===== src/rtl/led_ctrl.sv =====
// Wishbone-slave LED controller: pattern register, tick prescaler and static/blink/rotate modes.
// Build option LED_CTRL_PWM_EN adds a DUTY register at 0x10 and a PWM brightness mask on led_o.
module led_ctrl #(
  parameter logic [31:0] PERIOD_RST  = 32'd1000,
  parameter logic [7:0]  PATTERN_RST = 8'h01
) (
  input  logic        clk,
  input  logic        rst,
`ifdef LED_CTRL_PWM_EN
  input  logic [4:0]  wb_adr_i,
`else
  input  logic [3:0]  wb_adr_i,
`endif
  input  logic [31:0] wb_dat_i,
  input  logic [3:0]  wb_sel_i,
  input  logic        wb_we_i,
  input  logic        wb_cyc_i,
  input  logic        wb_stb_i,
  output logic [31:0] wb_dat_o,
  output logic        wb_ack_o,
  output logic [7:0]  led_o
);

  localparam logic [1:0] ST_STATIC = 2'd0;
  localparam logic [1:0] ST_BLINK  = 2'd1;
  localparam logic [1:0] ST_ROTATE = 2'd2;

  logic [7:0]  pattern_q, pattern_d;
  logic [1:0]  ctrl_q, ctrl_d;
  logic [1:0]  state_q, state_d;
  logic [31:0] period_q, period_d;
  logic [31:0] cnt_q, cnt_d;
  logic [15:0] tick_cnt_q, tick_cnt_d;
  logic        phase_q, phase_d;
  logic [7:0]  rot_q, rot_d;
  logic        ack_q, ack_d;
  logic [31:0] dat_q, dat_d;
  logic [7:0]  led_q, led_d;

  logic [2:0]  reg_idx_s;
  logic        req_s, wr_s, pat_wr_s, ctrl_wr_s, per_wr_s, reload_s, tick_s;
  logic [31:0] load_val_s, rdata_s, status_s;
  logic [7:0]  mode_out_s, pwm_mask_s;
  logic        unused_adr_s;

`ifdef LED_CTRL_PWM_EN
  logic [7:0] duty_q, duty_d;
  logic [7:0] pwm_q, pwm_d;
  logic       duty_wr_s;
  assign reg_idx_s = wb_adr_i[4:2];
`else
  assign reg_idx_s = {1'b0, wb_adr_i[3:2]};
`endif
  assign unused_adr_s = ^wb_adr_i[1:0];

  // Bus decode, prescaler, mode state machine and read mux.
  always_comb begin
    req_s     = wb_cyc_i & wb_stb_i & ~ack_q;
    wr_s      = req_s & wb_we_i;
    pat_wr_s  = wr_s & (reg_idx_s == 3'd0) & wb_sel_i[0];
    ctrl_wr_s = wr_s & (reg_idx_s == 3'd1) & wb_sel_i[0];
    per_wr_s  = wr_s & (reg_idx_s == 3'd2);
    reload_s  = ctrl_wr_s | per_wr_s;
    // A reload cycle never ticks, so a config write always restarts a full period.
    tick_s    = (cnt_q == 32'd0) & ~reload_s;

    pattern_d = pat_wr_s  ? wb_dat_i[7:0] : pattern_q;
    ctrl_d    = ctrl_wr_s ? wb_dat_i[1:0] : ctrl_q;
    period_d  = period_q;
    for (int b = 0; b < 4; b++) begin
      if (per_wr_s && wb_sel_i[b]) begin
        period_d[8*b +: 8] = wb_dat_i[8*b +: 8];
      end else begin
        period_d[8*b +: 8] = period_q[8*b +: 8];
      end
    end

    load_val_s = (period_d == 32'd0) ? 32'd0 : (period_d - 32'd1);
    if (reload_s || tick_s) begin
      cnt_d = load_val_s;
    end else begin
      cnt_d = cnt_q - 32'd1;
    end

    if (ctrl_wr_s) begin
      tick_cnt_d = 16'd0;
    end else if (tick_s) begin
      tick_cnt_d = tick_cnt_q + 16'd1;
    end else begin
      tick_cnt_d = tick_cnt_q;
    end

    state_d = state_q;
    phase_d = phase_q;
    rot_d   = rot_q;
    if (ctrl_wr_s) begin
      state_d = (ctrl_d == 2'd3) ? ST_STATIC : ctrl_d;
      phase_d = 1'b0;
      rot_d   = pattern_q;
    end else begin
      case (state_q)
        ST_BLINK: begin
          if (tick_s) phase_d = ~phase_q;
          else        phase_d = phase_q;
        end
        ST_ROTATE: begin
          // A pattern write beats a simultaneous tick.
          if (pat_wr_s)    rot_d = pattern_d;
          else if (tick_s) rot_d = {rot_q[6:0], rot_q[7]};
          else             rot_d = rot_q;
        end
        default: ;
      endcase
    end

    case (state_d)
      ST_BLINK:  mode_out_s = phase_d ? 8'h00 : pattern_d;
      ST_ROTATE: mode_out_s = rot_d;
      default:   mode_out_s = pattern_d;
    endcase

`ifdef LED_CTRL_PWM_EN
    duty_wr_s  = wr_s & (reg_idx_s == 3'd4) & wb_sel_i[0];
    duty_d     = duty_wr_s ? wb_dat_i[7:0] : duty_q;
    pwm_d      = pwm_q + 8'd1;
    pwm_mask_s = {8{pwm_q < duty_q}};
    status_s   = {7'd0, duty_q, phase_q, tick_cnt_q};
`else
    pwm_mask_s = 8'hFF;
    status_s   = {15'd0, phase_q, tick_cnt_q};
`endif
    led_d = mode_out_s & pwm_mask_s;

    case (reg_idx_s)
      3'd0:    rdata_s = {24'd0, pattern_q};
      3'd1:    rdata_s = {30'd0, ctrl_q};
      3'd2:    rdata_s = period_q;
      3'd3:    rdata_s = status_s;
`ifdef LED_CTRL_PWM_EN
      3'd4:    rdata_s = {24'd0, duty_q};
`endif
      default: rdata_s = 32'd0;
    endcase

    ack_d = req_s;
    dat_d = (req_s && !wb_we_i) ? rdata_s : 32'd0;
  end

  // State registers with synchronous reset.
  always_ff @(posedge clk) begin
    if (rst) begin
      pattern_q  <= PATTERN_RST;
      ctrl_q     <= 2'd0;
      state_q    <= ST_STATIC;
      period_q   <= PERIOD_RST;
      cnt_q      <= PERIOD_RST - 32'd1;
      tick_cnt_q <= 16'd0;
      phase_q    <= 1'b0;
      rot_q      <= PATTERN_RST;
      ack_q      <= 1'b0;
      dat_q      <= 32'd0;
      led_q      <= 8'h00;
`ifdef LED_CTRL_PWM_EN
      duty_q     <= 8'hFF;
      pwm_q      <= 8'd0;
`endif
    end else begin
      pattern_q  <= pattern_d;
      ctrl_q     <= ctrl_d;
      state_q    <= state_d;
      period_q   <= period_d;
      cnt_q      <= cnt_d;
      tick_cnt_q <= tick_cnt_d;
      phase_q    <= phase_d;
      rot_q      <= rot_d;
      ack_q      <= ack_d;
      dat_q      <= dat_d;
      led_q      <= led_d;
`ifdef LED_CTRL_PWM_EN
      duty_q     <= duty_d;
      pwm_q      <= pwm_d;
`endif
    end
  end

  assign wb_ack_o = ack_q;
  assign wb_dat_o = dat_q;
  assign led_o    = led_q;

endmodule


===== config.mk =====
export PLATFORM = sky130hd
export DESIGN_NAME = led_ctrl
export DESIGN_NICKNAME = d
export VERILOG_FILES = /design/src/rtl/led_ctrl.sv
export SDC_FILE = /design/constraint.sdc
export NUM_CORES = 1
export LEC_CHECK = 0
export CAP_MARGIN = 20
export CORE_AREA = 2 2 137 139
export CTS_BUF_LIST = sky130_fd_sc_hd__clkbuf_2
export DETAILED_ROUTE_END_ITERATION = 7
export DIE_AREA = 0 0 139 141
export GPL_TIMING_DRIVEN = 0
export PLACE_DENSITY_LB_ADDON = 0.12
export RECOVER_POWER = 25
export SLEW_MARGIN = 20
export SYNTH_ARGS = -nofsm -noshare
export SYNTH_HDL_FRONTEND = slang
export SYNTH_SLANG_ARGS = --single-unit
export TNS_END_PERCENT = 50

===== constraint.sdc =====
create_clock -name clk -period 7.45 [get_ports clk]
set_input_delay 0.745 -clock clk [delete_from_list [all_inputs] [get_ports clk]]
set_output_delay 0.745 -clock clk [all_outputs]
set_load 0.02 [all_outputs]

== Yosys cells after proc, flatten, opt, wreduce, memory -nomap -nowiden ==
Index checks and enable logic that the tools add are counted.
Cells by class
  muxes and demuxes: 20
  add/sub/neg operators: 3
  reduce and logical (&&, ||, !) cells: 12
  equality and inequality tests: 8
  bitwise operators: 14
Operator list (count)
  32-bit one-hot mux with 4 select lines: 1
  8-bit two-way mux: 10
  32-bit logical NOT: 2
  32-bit two-way mux: 2
  32-bit by 1-bit subtractor with 32-bit output (second input constant): 2
  16-bit by 1-bit adder with 16-bit output (second input constant): 1
  8-bit one-hot mux with 2 select lines: 1
  2-bit equality test (second input constant): 5
  1-bit bitwise AND: 9
  2-bit by 1-bit equality test with 1-bit output (second input constant): 3
  2-bit two-way mux: 3
  1-bit logical AND: 5
  1-bit inverter: 4
  2-bit OR reduction: 2
  3-bit logical NOT: 1
  1-bit two-way mux: 3
  1-bit logical NOT: 1
  1-bit logical OR: 1
  1-bit bitwise OR: 1
Storage, ports and cells
  input port bits: 45
  output and inout bits: 41
  bits in registers: 142

== Logic depth before layout (Yosys ltp) ==
Gate-level depths: netlist of run 1.
  depth after elaboration: 13
  mapped depth: 13
  depth with buffers taken out: 10

== Worst setup path before layout of run 1 ==
No wires, ideal clock.
  path kind: input-to-reg
  start point: input port wb_adr_i[3]
  end point: register cnt_q[22]
  arrival time: 3.734 ns
  library setup time: 0.088 ns
  stages on the path: 12
  data required time: 7.362 ns
  slack: 3.628 ns
  path through: buf_2 -> and4b_1 -> nand2_1 -> clkbuf_1 -> mux2i_1 -> ha_1 -> nand3b_1 -> mux2_4 -> or4_1 -> or4_1 -> and3_1 -> o32ai_2
On the way
  cells in the longest elaborated chain, start to end: 8
  elaborated cells between the ends (all ways): 21
  classes of those cells: add/sub (1); eq/ne (2); mux (6); bitwise (6); reduce/logical (6)
RTL lines
  start: declaration: RTL line 12  | input logic [3:0] wb_adr_i,
  branches (longest 7 deep; another with 32-bit by 1-bit subtractor with 32-bit output)
  32-bit two-way mux *: RTL line 79  | if (reload_s || tick_s) begin
  end signal: assignment: RTL line 156  | cnt_q <= PERIOD_RST - 32'd1;
  end signal: assignment: RTL line 172  | cnt_q <= cnt_d;
  end: declaration: RTL line 32  | logic [31:0] cnt_q, cnt_d;
Every way passes the cells marked *.
A chain may end at the register's enable or synchronous reset.

== Final worst setup path of run 1 ==
  start point: input port wb_adr_i[2]
  end point: register cnt_q[17]
The elaborated chain is that of the path after synthesis.

==> impl_metrics.sql, run 1 <==
INSERT INTO impl_metrics (metric_group, metric, value, unit) VALUES
('status', 'status', 'finished, final reports clean', ''),
('route', 'detail_route.vias_per_cell', '5.483', ''),
('die', 'initial_core_utilization', '38.97', '%'),
('worst_setup_path', 'critPathLaunchType', 'input pin', ''),
('route', 'dr_total_vias', '6443', ''),
('worst_setup_path', 'worst-setup-path-type', 'in -> reg', ''),
('route', 'first_iter_violations', '455', ''),
('route', 'detail_route.wl_per_cell', '17.90', 'um'),
('die', 'die_area', '19600', 'sq um'),
('yosys', 'synth.yosys.seq_area_share', '39.94', '%'),
('hold_path', 'min_delay_path_depth', '3', ''),
('worst_setup_path', 'critical_path.reg2reg.startpoint', 'wb_ack_o$_SDFF_PP0_', ''),
('die', 'core_area', '18270', 'sq um'),
('clock_network', 'post-cts-setup-buffers', '0', ''),
('yosys', 'synth.avg_cell_area', '8.597', 'sq um'),
('cells_and_area', 'layout_commonest_cell', 'sky130_fd_sc_hd__dfxtp_1', ''),
('sta', 'final.hold.worst_slack', '411.0', 'ps'),
('yosys', 'synth.cell_area', '7118', 'sq um'),
('worst_setup_path', 'r2r_end', 'cnt_q[17]$_SDFF_PP0_', ''),
('placement', 'gp_routability_congestion', '0.8592', ''),
('sta', 'hold_viol_final', '0', ''),
('sta', 'report.final.slew_viol_count', '0', ''),
('sta', 'tightestPinTransition', '873.4', 'ps'),
('cells_and_area', 'filler_cell_count', '1887', ''),
('route', 'dr.pass1.iters', '5', ''),
('yosys', 'synthFlopType', 'sky130_fd_sc_hd__dfxtp_1', ''),
('global_route', 'number_of_antenna_violations_at_the_first_check_in_global_routing', '1', ''),
('global_route', 'global_route_wire_length_before_repair', '33.59', 'mm'),
('cells_and_area', 'commonest_cells_after_routing_fill_and_taps_aside', 'sky130_fd_sc_hd__dfxtp_1, sky130_fd_sc_hd__nor2_1, sky130_fd_sc_hd__clkdlybuf4s50_1', ''),
('route', 'number_of_nets_with_antenna_violations_after_routing', '0', ''),
('cells_and_area', 'post_route_cells_drive_above_1_share', '5.638', '%'),
('yosys', 'post_synth_inst_count', '828', ''),
('sta', 'final.min_clock_period', '4481', 'ps'),
('cells_and_area', 'nets', '978', ''),
('power', 'peakVddDrop', '83.87', 'uV'),
('yosys', 'ys_seq_elements', '142', ''),
('worst_setup_path', 'cell_depth_of_the_worst_flop_to_flop_path', '12', ''),
('placement', 'dp_hpwl', '15.71', 'mm'),
('sta', 'setup-violations-final', '0', ''),
('sta', 'highest_attainable_clock_frequency', '223.2', 'MHz'),
('worst_setup_path', 'timing.critical_path.arrival', '5110', 'ps'),
('die', 'chipWidth', '139', 'um'),
('hold_path', 'hold_end', 'period_q[3]$_SDFF_PP1_', ''),
('clock_network', 'clock_path_buffers', '2', ''),
('worst_setup_path', 'slowest_delay', '760', 'ps'),
('worst_setup_path', 'critical_path.endpoint_type', 'flip-flop', ''),
('cells_and_area', 'area_growth_syn_to_layout', '18.56', '%'),
('power', 'p_total', '0.001371', 'W'),
('worst_setup_path', 'critical_path.startpoint', 'wb_adr_i[2]', ''),
('cells_and_area', 'combined_flip_flop_and_latch_cell_area', '2843', 'sq um'),
('route', 'route.final.wire_length', '21.03', 'mm'),
('worst_setup_path', 'most_frequent_cell_on_the_critical_path', 'sky130_fd_sc_hd__nand2_1', ''),
('sta', 'timing.slew.headroom', '41.65', '%'),
('clock_network', 'clk_pin_slew_worst_paths', '200', 'ps'),
('clock_network', 'cts_resized', '0', ''),
('yosys', 'async_flop_share', '0', '%'),
('clock_network', 'tritoncts', 'built', ''),
('placement', 'place.detailed.instances', '1143', ''),
('die', 'die_y', '141', 'um'),
('cells_and_area', 'multiInputGateArea', '4059', 'sq um'),
('power', 'cellLeakagePower', '3.178', 'nW'),
('yosys', 'yosysWarnings', '0', ''),
('global_route', 'grt_total_usage', '21.77', '%'),
('die', 'placementRows', '50', ''),
('global_route', 'grt_remaining_overflow', '0', ''),
('cells_and_area', 'finalNonFillerCells', '1175', ''),
('route', 'remaining_drc_errors', '0', ''),
('worst_setup_path', 'critical-path-slowest-cell', 'sky130_fd_sc_hd__dlygate4sd3_1', ''),
('worst_setup_path', 'reg2reg_setup_slack', '3320', 'ps'),
('hold_path', 'min_from', 'wb_dat_i[3]', ''),
('job', 'max-cap-violations', '0', '');
-- cell families after synthesis --
family,count (synthesis),share of synthesized area [%]
multiplexers,51,7.646
AND/OR/NAND/NOR,364,26.54
XOR/XNOR,62,7.629
buffers and inverters,51,2.865
adder cells (fa/ha/maj),5,0.8789
AO/OA/AOI/OAI,153,14.50
flip-flops,142,39.94
-- cells in the mapped netlist, types with 6 or more instances --
cell type	instances	area, sq um
sky130_fd_sc_hd__nand2_1	56	210.2
sky130_fd_sc_hd__inv_1	10	37.54
sky130_fd_sc_hd__mux2i_1	45	450.4
sky130_fd_sc_hd__clkbuf_1	27	101.4
sky130_fd_sc_hd__buf_1	6	22.52
sky130_fd_sc_hd__or3_1	22	137.6
sky130_fd_sc_hd__a221oi_1	7	61.31
sky130_fd_sc_hd__o2bb2ai_1	9	78.83
sky130_fd_sc_hd__nor2_1	115	431.7
sky130_fd_sc_hd__dfxtp_1	142	2843
sky130_fd_sc_hd__a21oi_1	44	220.2
sky130_fd_sc_hd__xnor2_1	34	297.8
sky130_fd_sc_hd__and3_1	9	56.30
sky130_fd_sc_hd__xor2_1	28	245.2
sky130_fd_sc_hd__o21ai_0	33	165.2
sky130_fd_sc_hd__or4_1	8	60.06
sky130_fd_sc_hd__o22ai_1	7	43.79
sky130_fd_sc_hd__nand2b_1	7	43.79
sky130_fd_sc_hd__o221ai_1	6	52.55
sky130_fd_sc_hd__o31a_1	6	52.55
sky130_fd_sc_hd__nor3_1	34	170.2
sky130_fd_sc_hd__nand3_1	26	130.1
sky130_fd_sc_hd__and2_1	21	131.4
sky130_fd_sc_hd__nor2b_1	6	37.54
sky130_fd_sc_hd__nor4_1	20	125.1
sky130_fd_sc_hd__buf_2	6	30.03
-- worst max path at each step --
stage	to	slack (ps)	depth (start not counted)
after floorplan	cnt_q[22]$_SDFF_PP0_	3630	12
after global placement	cnt_q[23]$_SDFF_PP0_	2270	12
after detailed placement	cnt_q[17]$_SDFF_PP0_	2230	12
after CTS	cnt_q[17]$_SDFF_PP0_	3040	12
after global routing	cnt_q[17]$_SDFF_PP0_	2850	12
final	cnt_q[17]$_SDFF_PP0_	2970	12
-- stage by stage --
step	setup WS, ps	util (%)
finish	2969	46.20
detailed placement	2225	45.01
floorplan	3628	-
CTS	3041	46.26
global route	2850	46.20
global placement	2266	45.01
-- sequential cells by signal, indices dropped and copies added, names as in the netlist --
register and flops:
wb_ack_o 1, tick_cnt_q 16, period_q 32, phase_q 1, ctrl_q 2, wb_dat_o 32
led_o 8, cnt_q 32, state_q 2, rot_q 8, pattern_q 8
-- worst max-delay path: cells and delay by family --
| kind | cells | cell delay [ps] |
|---|---|---|
| and+or+nand+nor | 5 | 1610 |
| muxes | 2 | 690 |
| adders and majority gates | 1 | 310 |
| buffers and inverters | 2 | 1190 |
| AOI/OAI and AO/OA | 2 | 530 |
-- per-layer routing --
| layer | global-route usage (%) | vias to the layer above | routed length, um | share of wire (%) |
|---|---|---|---|---|
| met1 | 29.66 | 3041 | 10050 | 48 |
| met3 | 4.246 | 27 | 909 | 4.3 |
| met5 | 0 | - | 0 | 0 |
| met4 | 6.220 | 0 | 358 | 1.7 |
| li1 | - | 3197 | - | - |
| met2 | 35.29 | 178 | 9706 | 46 |
-- power by group --
group / internal (W) / switching, W / leakage, nW
Sequential: 0.000769 / 0.00000708 / 1.15
Combinational: 0.0000520 / 0.0000741 / 1.88
Clock: 0.000188 / 0.000280 / 0.146
Total: 0.00101 / 0.000362 / 3.18
-- cell type report --
type                    count  area share, %
repair buffers             81          9.607
clock buffers              22          1.305
flip-flops and latches    142          33.68
diodes                      1        0.02965
inverters                  10         0.4448
plain buffers              41          1.957
multi-input cells         635          48.09
well taps                 234          3.469
clock inverters             9          1.408
Note: power is estimated with default switching activity, not from simulation.
==> run 2: changes to the inputs <==
==> constraint.sdc (replaced) <==
create_clock -name clk -period 3.9 [get_ports clk]
set_input_delay 0.39 -clock clk [delete_from_list [all_inputs] [get_ports clk]]
set_output_delay 0.39 -clock clk [all_outputs]
set_load 0.02 [all_outputs]
==> run 2 against run 1 <==
Total power increased by 91%. Via count decreased by 0.34%. First-iteration DRC count decreased by 0.22%. Combinational power increased by 92%. Worst setup slack got worse by 2800 ps. Critical path type is now reg -> reg. Largest cell class unchanged. Largest power group unchanged.
==> impl_metrics.sql, run 2 (synthesis results as in run 1) <==
INSERT INTO impl_metrics (metric_group, metric, value, unit) VALUES
('cells_and_area', 'layout_commonest_cell', 'sky130_fd_sc_hd__dfxtp_1', ''),
('sta', 'report.final.slew_viol_count', '0', ''),
('job', 'max-cap-violations', '0', ''),
('clock_network', 'clk_pin_slew_worst_paths', '210', 'ps'),
('route', 'dr.max_layer_used', 'met4', ''),
('power', 'power_per_cell_area', '310.0', 'nW/um^2'),
('worst_setup_path', 'reg2reg_setup_slack', '210', 'ps'),
('sta', 'layout_worst_path_cycle_share', '94.57', '%'),
('hold_path', 'min_from', 'wb_dat_i[3]', ''),
('worst_setup_path', 'worst_ep_required_time', '4530', 'ps'),
('route', 'routed-wl-met2', '9.696', 'mm'),
('placement', 'dp_hpwl', '15.71', 'mm'),
('sta', 'timing.slew.headroom', '42.07', '%'),
('sta', 'setup-violations-final', '0', ''),
('hold_path', 'hold_end', 'period_q[3]$_SDFF_PP1_', ''),
('power', 'cellLeakagePower', '3.188', 'nW'),
('route', 'first_iter_violations', '454', ''),
('route', 'dr.pass1.iters', '5', ''),
('global_route', 'global_route_wire_length_before_repair', '33.67', 'mm'),
('sta', 'final.min_clock_period', '3688', 'ps'),
('worst_setup_path', 'critical_path.reg2reg.startpoint', 'wb_ack_o$_SDFF_PP0_', ''),
('placement', 'port_buffers', '81', ''),
('clock_network', 'clkLatencyLatePin', '760', 'ps'),
('cells_and_area', 'finalNonFillerCells', '1175', ''),
('global_route', 'number_of_antenna_violations_at_the_first_check_in_global_routing', '1', ''),
('route', 'detail_route.vias_per_cell', '5.465', ''),
('route', 'detail_route.wl_per_cell', '17.93', 'um'),
('worst_setup_path', 'worst-setup-path-type', 'reg -> reg', ''),
('route', 'dr_total_vias', '6421', ''),
('worst_setup_path', 'worstPathMaxFanout', '10', ''),
('clock_network', 'cts-root-buf', 'sky130_fd_sc_hd__clkbuf_2', ''),
('hold_path', 'min_delay_path_depth', '3', ''),
('clock_network', 'cts.sink_count', '142', ''),
('global_route', 'grt_total_usage', '21.80', '%'),
('placement', 'dp_slack', '-969.8', 'ps'),
('sta', 'finClkSkew', '39.87', 'ps'),
('die', 'die_area', '19600', 'sq um'),
('die', 'core_area', '18270', 'sq um'),
('status', 'status', 'finished, final reports clean', ''),
('global_route', 'grt_remaining_overflow', '0', ''),
('clock_network', 'htree_levels', '4', ''),
('sta', 'rsz0062_at_grt', 'no', ''),
('clock_network', 'number_of_clock_buffers_inserted_by_tritoncts', '17', ''),
('route', 'remaining_drc_errors', '0', ''),
('route', 'route.final.wire_length', '21.07', 'mm'),
('global_route', 'grt_max_degree', '17', ''),
('sta', 'worst_slack', '211.8', 'ps'),
('route', 'met1_routed_length', '10.13', 'mm'),
('sta', 'hold_viol_final', '0', ''),
('hold_path', 'hold_path_class', 'in -> reg', ''),
('worst_setup_path', 'cell_depth_of_the_worst_flop_to_flop_path', '13', ''),
('power', 'p_total', '0.002622', 'W'),
('die', 'placementRows', '50', ''),
('worst_setup_path', 'critPathLaunchType', 'flip-flop', ''),
('cells_and_area', 'area_growth_syn_to_layout', '18.79', '%'),
('route', 'number_of_nets_with_antenna_violations_after_routing', '0', ''),
('worst_setup_path', 'critical_path.endpoint_type', 'flip-flop', ''),
('clock_network', 'clock_path_buffers', '2', ''),
('sta', 'final.hold.worst_slack', '41.70', 'ps'),
('worst_setup_path', 'timing.critical_path.arrival', '4320', 'ps'),
('global_route', 'grt_pass1_vias', '6214', ''),
('sta', 'highest_attainable_clock_frequency', '271.1', 'MHz'),
('clock_network', 'post-cts-setup-buffers', '0', ''),
('route', 'route.met3.wl', '917', 'um'),
('die', 'initial_core_utilization', '38.97', '%'),
('power', 'peakVddDrop', '160.4', 'uV'),
('sta', 'tightestPinTransition', '867.0', 'ps'),
('die', 'i_o_pin_cnt', '86', ''),
('die', 'chipWidth', '139', 'um'),
('cells_and_area', 'commonest_cells_after_routing_fill_and_taps_aside', 'sky130_fd_sc_hd__dfxtp_1, sky130_fd_sc_hd__nor2_1, sky130_fd_sc_hd__clkdlybuf4s50_1', ''),
('die', 'die_y', '141', 'um'),
('worst_setup_path', 'r2r_end', 'cnt_q[8]$_SDFF_PP1_', ''),
('clock_network', 'tritoncts', 'built', ''),
('placement', 'place.detailed.instances', '1143', ''),
('clock_network', 'cts.hold.buffers_added', '0', ''),
('cells_and_area', 'post_route_cells_drive_above_1_share', '6.170', '%'),
('cells_and_area', 'nets', '978', ''),
('placement', 'gp_routability_congestion', '0.8592', '');
-- run 2: cell type report --
cell class	instances	area [sq um]
diodes	1	2.502
repair buffers	81	810.8
well taps	234	292.8
inverters	10	37.54
clock buffers	22	110.1
fillers	1888	9812
plain buffers	41	166.4
multi-input cells	635	4074
flip-flops and latches	142	2843
clock inverters	9	118.9
-- run 2: stage by stage --
step           util (%)  TNS, ps  instance area (sq um)
2_1_floorplan         -        0                   7118
3_3_place_gp      45.01   -24280                   8222
3_5_place_dp      45.01   -25650                   8222
4_1_cts           46.30        0                   8458
5_1_grt           46.29        0                   8456
6_report          46.29        0                   8456
-- run 2: how the worst max path moves through the flow --
| stage | start | to | slack, ps | depth (start not counted) |
|---|---|---|---|---|
| after floorplan | wb_ack_o$_SDFF_PP0_ | cnt_q[22]$_SDFF_PP0_ | 420 | 12 |
| after global placement | wb_stb_i | cnt_q[23]$_SDFF_PP0_ | -930 | 12 |
| after detailed placement | wb_stb_i | cnt_q[17]$_SDFF_PP0_ | -970 | 12 |
| after CTS | wb_ack_o$_SDFF_PP0_ | cnt_q[8]$_SDFF_PP1_ | 40 | 13 |
| after global routing | wb_ack_o$_SDFF_PP0_ | cnt_q[8]$_SDFF_PP1_ | 20 | 13 |
| final | wb_ack_o$_SDFF_PP0_ | cnt_q[8]$_SDFF_PP1_ | 210 | 13 |
-- run 2: power by group --
part / internal [W] / total [W] / switching (W) / leakage (nW)
sequential: 0.00147 / 0.00148 / 0.0000136 / 1.15
combinational: 0.0000996 / 0.000242 / 0.000142 / 1.89
clock: 0.000359 / 0.000897 / 0.000538 / 0.146
total: 0.00193 / 0.00262 / 0.000693 / 3.19
-- run 2: per-layer routing --
layer,vias to the layer above,global-route usage (%)
met1,3046,29.68
met3,28,4.246
met5,-,0
met2,150,35.39
met4,0,6.220
li1,3197,-
-- run 2: repair_timing --
item | in CTS | in global routing
resized for setup | 2 | 4
pin swaps | 0 | 0
endpoints found under the setup margin | 29 | 15
-- run 2: critical path, cell delays in order (launching register included) --
cell,delay [ps]
sky130_fd_sc_hd__dfxtp_1,400
sky130_fd_sc_hd__and3b_1,200
sky130_fd_sc_hd__buf_2,160
sky130_fd_sc_hd__nand2_1,100
sky130_fd_sc_hd__buf_2,260
sky130_fd_sc_hd__mux2i_2,320
sky130_fd_sc_hd__ha_2,280
sky130_fd_sc_hd__nand3b_1,120
sky130_fd_sc_hd__mux2_4,320
sky130_fd_sc_hd__or4_1,560
sky130_fd_sc_hd__buf_2,250
sky130_fd_sc_hd__nor2_2,190
sky130_fd_sc_hd__a21o_1,270
sky130_fd_sc_hd__o221ai_1,160
==> run 3: changes to the inputs <==
--- a/config.mk
+++ b/config.mk
@@ -6,10 +6,10 @@
 export NUM_CORES = 1
 export LEC_CHECK = 0
 export CAP_MARGIN = 20
-export CORE_AREA = 2 2 137 139
+export CORE_AREA = 2 2 120 122
 export CTS_BUF_LIST = sky130_fd_sc_hd__clkbuf_2
 export DETAILED_ROUTE_END_ITERATION = 7
-export DIE_AREA = 0 0 139 141
+export DIE_AREA = 0 0 122 124
 export GPL_TIMING_DRIVEN = 0
 export PLACE_DENSITY_LB_ADDON = 0.12
 export RECOVER_POWER = 25
==> run 3 against run 2 <==
Combinational power is essentially flat. Total power fell by 2.9%. Non-clock buffer count rose by 1. Clock skew decreased by 3.5 ps. Critical path type is now in -> reg. Maximum frequency decreased by 0.89%.
==> impl_metrics.sql, run 3 (synthesis results as in run 1) <==
INSERT INTO impl_metrics (metric_group, metric, value, unit) VALUES
('status', 'status', 'finished, final reports clean', ''),
('global_route', 'number_of_antenna_violations_at_the_first_check_in_global_routing', '1', ''),
('sta', 'setup-violations-final', '0', ''),
('global_route', 'grt_max_degree', '17', ''),
('power', 'cellLeakagePower', '3.201', 'nW'),
('worst_setup_path', 'r2r_end', 'cnt_q[22]$_SDFF_PP0_', ''),
('die', 'die_y', '124', 'um'),
('route', 'first_iter_violations', '641', ''),
('worst_setup_path', 'critPathCapture', 'cnt_q[22]$_SDFF_PP0_', ''),
('worst_setup_path', 'reg2reg_setup_slack', '190', 'ps'),
('cells_and_area', 'post-route-cell-area', '8388', 'sq um'),
('clock_network', 'number_of_clock_buffers_inserted_by_tritoncts', '17', ''),
('sta', 'final.hold.worst_slack', '264.6', 'ps'),
('worst_setup_path', 'critical_path.startpoint', 'wb_stb_i', ''),
('die', 'chipWidth', '122', 'um'),
('placement', 'port_buffers', '81', ''),
('route', 'detail_route.vias_per_cell', '6.047', ''),
('sta', 'finClkSkew', '36.32', 'ps'),
('worst_setup_path', 'timing.critical_path.arrival', '4370', 'ps'),
('global_route', 'global_route_wire_length_before_repair', '32.28', 'mm'),
('clock_network', 'post-cts-setup-buffers', '0', ''),
('sta', 'hold_viol_final', '0', ''),
('cells_and_area', 'area_growth_syn_to_layout', '17.84', '%'),
('global_route', 'grt_total_usage', '27.95', '%'),
('sta', 'rsz0062_at_grt', 'no', ''),
('placement', 'detailed_place.area', '8154', 'sq um'),
('route', 'route.final.wire_length', '20.94', 'mm'),
('sta', 'tightestPinTransition', '793.6', 'ps'),
('die', 'placementRows', '43', ''),
('die', 'die_area', '15130', 'sq um'),
('die', 'core_area', '13720', 'sq um'),
('worst_setup_path', 'critical_path.endpoint_type', 'flip-flop', ''),
('sta', 'final.min_clock_period', '3721', 'ps'),
('sta', 'layout_worst_path_cycle_share', '95.42', '%'),
('worst_setup_path', 'critical_path.reg2reg.startpoint', 'wb_ack_o$_SDFF_PP0_', ''),
('cells_and_area', 'layout_commonest_cell', 'sky130_fd_sc_hd__dfxtp_1', ''),
('hold_path', 'hold_path_class', 'in -> reg', ''),
('route', 'dr_total_vias', '6791', ''),
('clock_network', 'htree_levels', '4', ''),
('clock_network', 'cts.sink_count', '142', ''),
('sta', 'timing.slew.headroom', '46.90', '%'),
('worst_setup_path', 'worstPathMaxFanout', '10', ''),
('route', 'detail_route.wl_per_cell', '18.65', 'um'),
('sta', 'highest_attainable_clock_frequency', '268.7', 'MHz'),
('worst_setup_path', 'cell_depth_of_the_worst_flop_to_flop_path', '13', ''),
('power', 'p_total', '0.002545', 'W'),
('route', 'number_of_nets_with_antenna_violations_after_routing', '0', ''),
('worst_setup_path', 'critPathLaunchType', 'input pin', ''),
('placement', 'gp_routability_congestion', '0.9260', ''),
('die', 'initial_core_utilization', '51.88', '%'),
('clock_network', 'cts-root-buf', 'sky130_fd_sc_hd__clkbuf_2', ''),
('clock_network', 'clk_pin_slew_worst_paths', '180', 'ps'),
('cells_and_area', 'nets', '979', ''),
('cells_and_area', 'commonest_cells_after_routing_fill_and_taps_aside', 'sky130_fd_sc_hd__dfxtp_1, sky130_fd_sc_hd__nor2_1, sky130_fd_sc_hd__clkdlybuf4s50_1', ''),
('worst_setup_path', 'worst_ep_required_time', '4550', 'ps'),
('clock_network', 'tritoncts', 'built', ''),
('job', 'max-cap-violations', '0', ''),
('route', 'remaining_drc_errors', '0', ''),
('power', 'power_per_cell_area', '303.4', 'nW/um^2'),
('cells_and_area', 'post_route_cells_drive_above_1_share', '6.369', '%'),
('global_route', 'grt_pass1_vias', '6326', ''),
('sta', 'report.final.slew_viol_count', '0', ''),
('clock_network', 'clock_path_buffers', '2', ''),
('global_route', 'grt_remaining_overflow', '0', ''),
('placement', 'dp_hpwl', '15.79', 'mm'),
('route', 'dr.pass1.iters', '5', ''),
('hold_path', 'min_from', 'wb_cyc_i', ''),
('clock_network', 'clkLatencyLatePin', '770', 'ps'),
('power', 'peakVddDrop', '151.7', 'uV'),
('worst_setup_path', 'worst-setup-path-type', 'in -> reg', ''),
('die', 'i_o_pin_cnt', '86', '');
==> run 3: timing repair <==
action / CTS / global route
endpoints found under the hold margin: 1 / 0
setup endpoints to repair: 15 / 16
gates resized for setup: 2 / 5
pin swaps: 0 / 0
gates cloned: 0 / 0
hold buffers: 1 / 0
==> run 3: through the flow <==
step | utilization [%] | setup TNS (ps) | setup slack, ps | std cells
6_report | 61.14 | 0 | 178.5 | 1123
4_1_cts | 61.09 | 0 | 63.60 | 1122
3_3_place_gp | 59.43 | -20380 | -759.9 | 1089
5_1_grt | 61.14 | 0 | 12.01 | 1123
2_1_floorplan | - | 0 | 418.8 | 828
3_5_place_dp | 59.43 | -21840 | -797.5 | 1089
==> run 3: worst min path at each step <==
stage / endpoint / slack (ps) / cells past startpoint
4_1_cts: wb_ack_o$_SDFF_PP0_ / 210 / 2
5_1_grt: wb_ack_o$_SDFF_PP0_ / 250 / 2
2_1_floorplan: wb_dat_o[31]$_SDFF_PP0_ / 430 / 1
6_report: wb_ack_o$_SDFF_PP0_ / 260 / 2
3_5_place_dp: wb_dat_o[31]$_SDFF_PP0_ / 450 / 1
3_3_place_gp: wb_dat_o[31]$_SDFF_PP0_ / 440 / 1
==> run 3: critical path, stage by stage <==
cell and delay (ps):
sky130_fd_sc_hd__dlygate4sd3_1 800, sky130_fd_sc_hd__and4b_1 380, sky130_fd_sc_hd__nand2_1 130, sky130_fd_sc_hd__clkbuf_2 230
sky130_fd_sc_hd__mux2i_2 280, sky130_fd_sc_hd__ha_2 280, sky130_fd_sc_hd__nand3b_1 110, sky130_fd_sc_hd__mux2_4 320
sky130_fd_sc_hd__or4_1 530, sky130_fd_sc_hd__buf_2 240, sky130_fd_sc_hd__o31a_1 310, sky130_fd_sc_hd__nor3_1 250
sky130_fd_sc_hd__o32ai_2 120
==> run 3: final cells by class <==
| cell class | count | area (sq um) |
|---|---|---|
| inverters | 10 | 37.54 |
| diodes | 1 | 2.502 |
| clock buffers | 23 | 115.1 |
| multi-input cells | 635 | 4086 |
| plain buffers | 41 | 163.9 |
| clock inverters | 9 | 93.84 |
| repair buffers | 82 | 820.8 |
| well taps | 180 | 225.2 |
| fillers | 1256 | 5331 |
| flip-flops and latches | 142 | 2843 |
==> run 3: routing by layer <==
layer | track usage (%) | routed length (um) | up-vias
met1 | 37.99 | 9285 | 3258
met4 | 12.07 | 619 | 0
met3 | 6.044 | 1586 | 52
met5 | 0 | 0 | -
li1 | - | - | 3195
met2 | 42.88 | 9449 | 286
==> run 3: power by group <==
group | internal, W | total [W] | switching (W)
registers | 0.00147 | 0.00148 | 0.0000143
clock network | 0.000301 | 0.000819 | 0.000519
logic | 0.000100 | 0.000242 | 0.000142
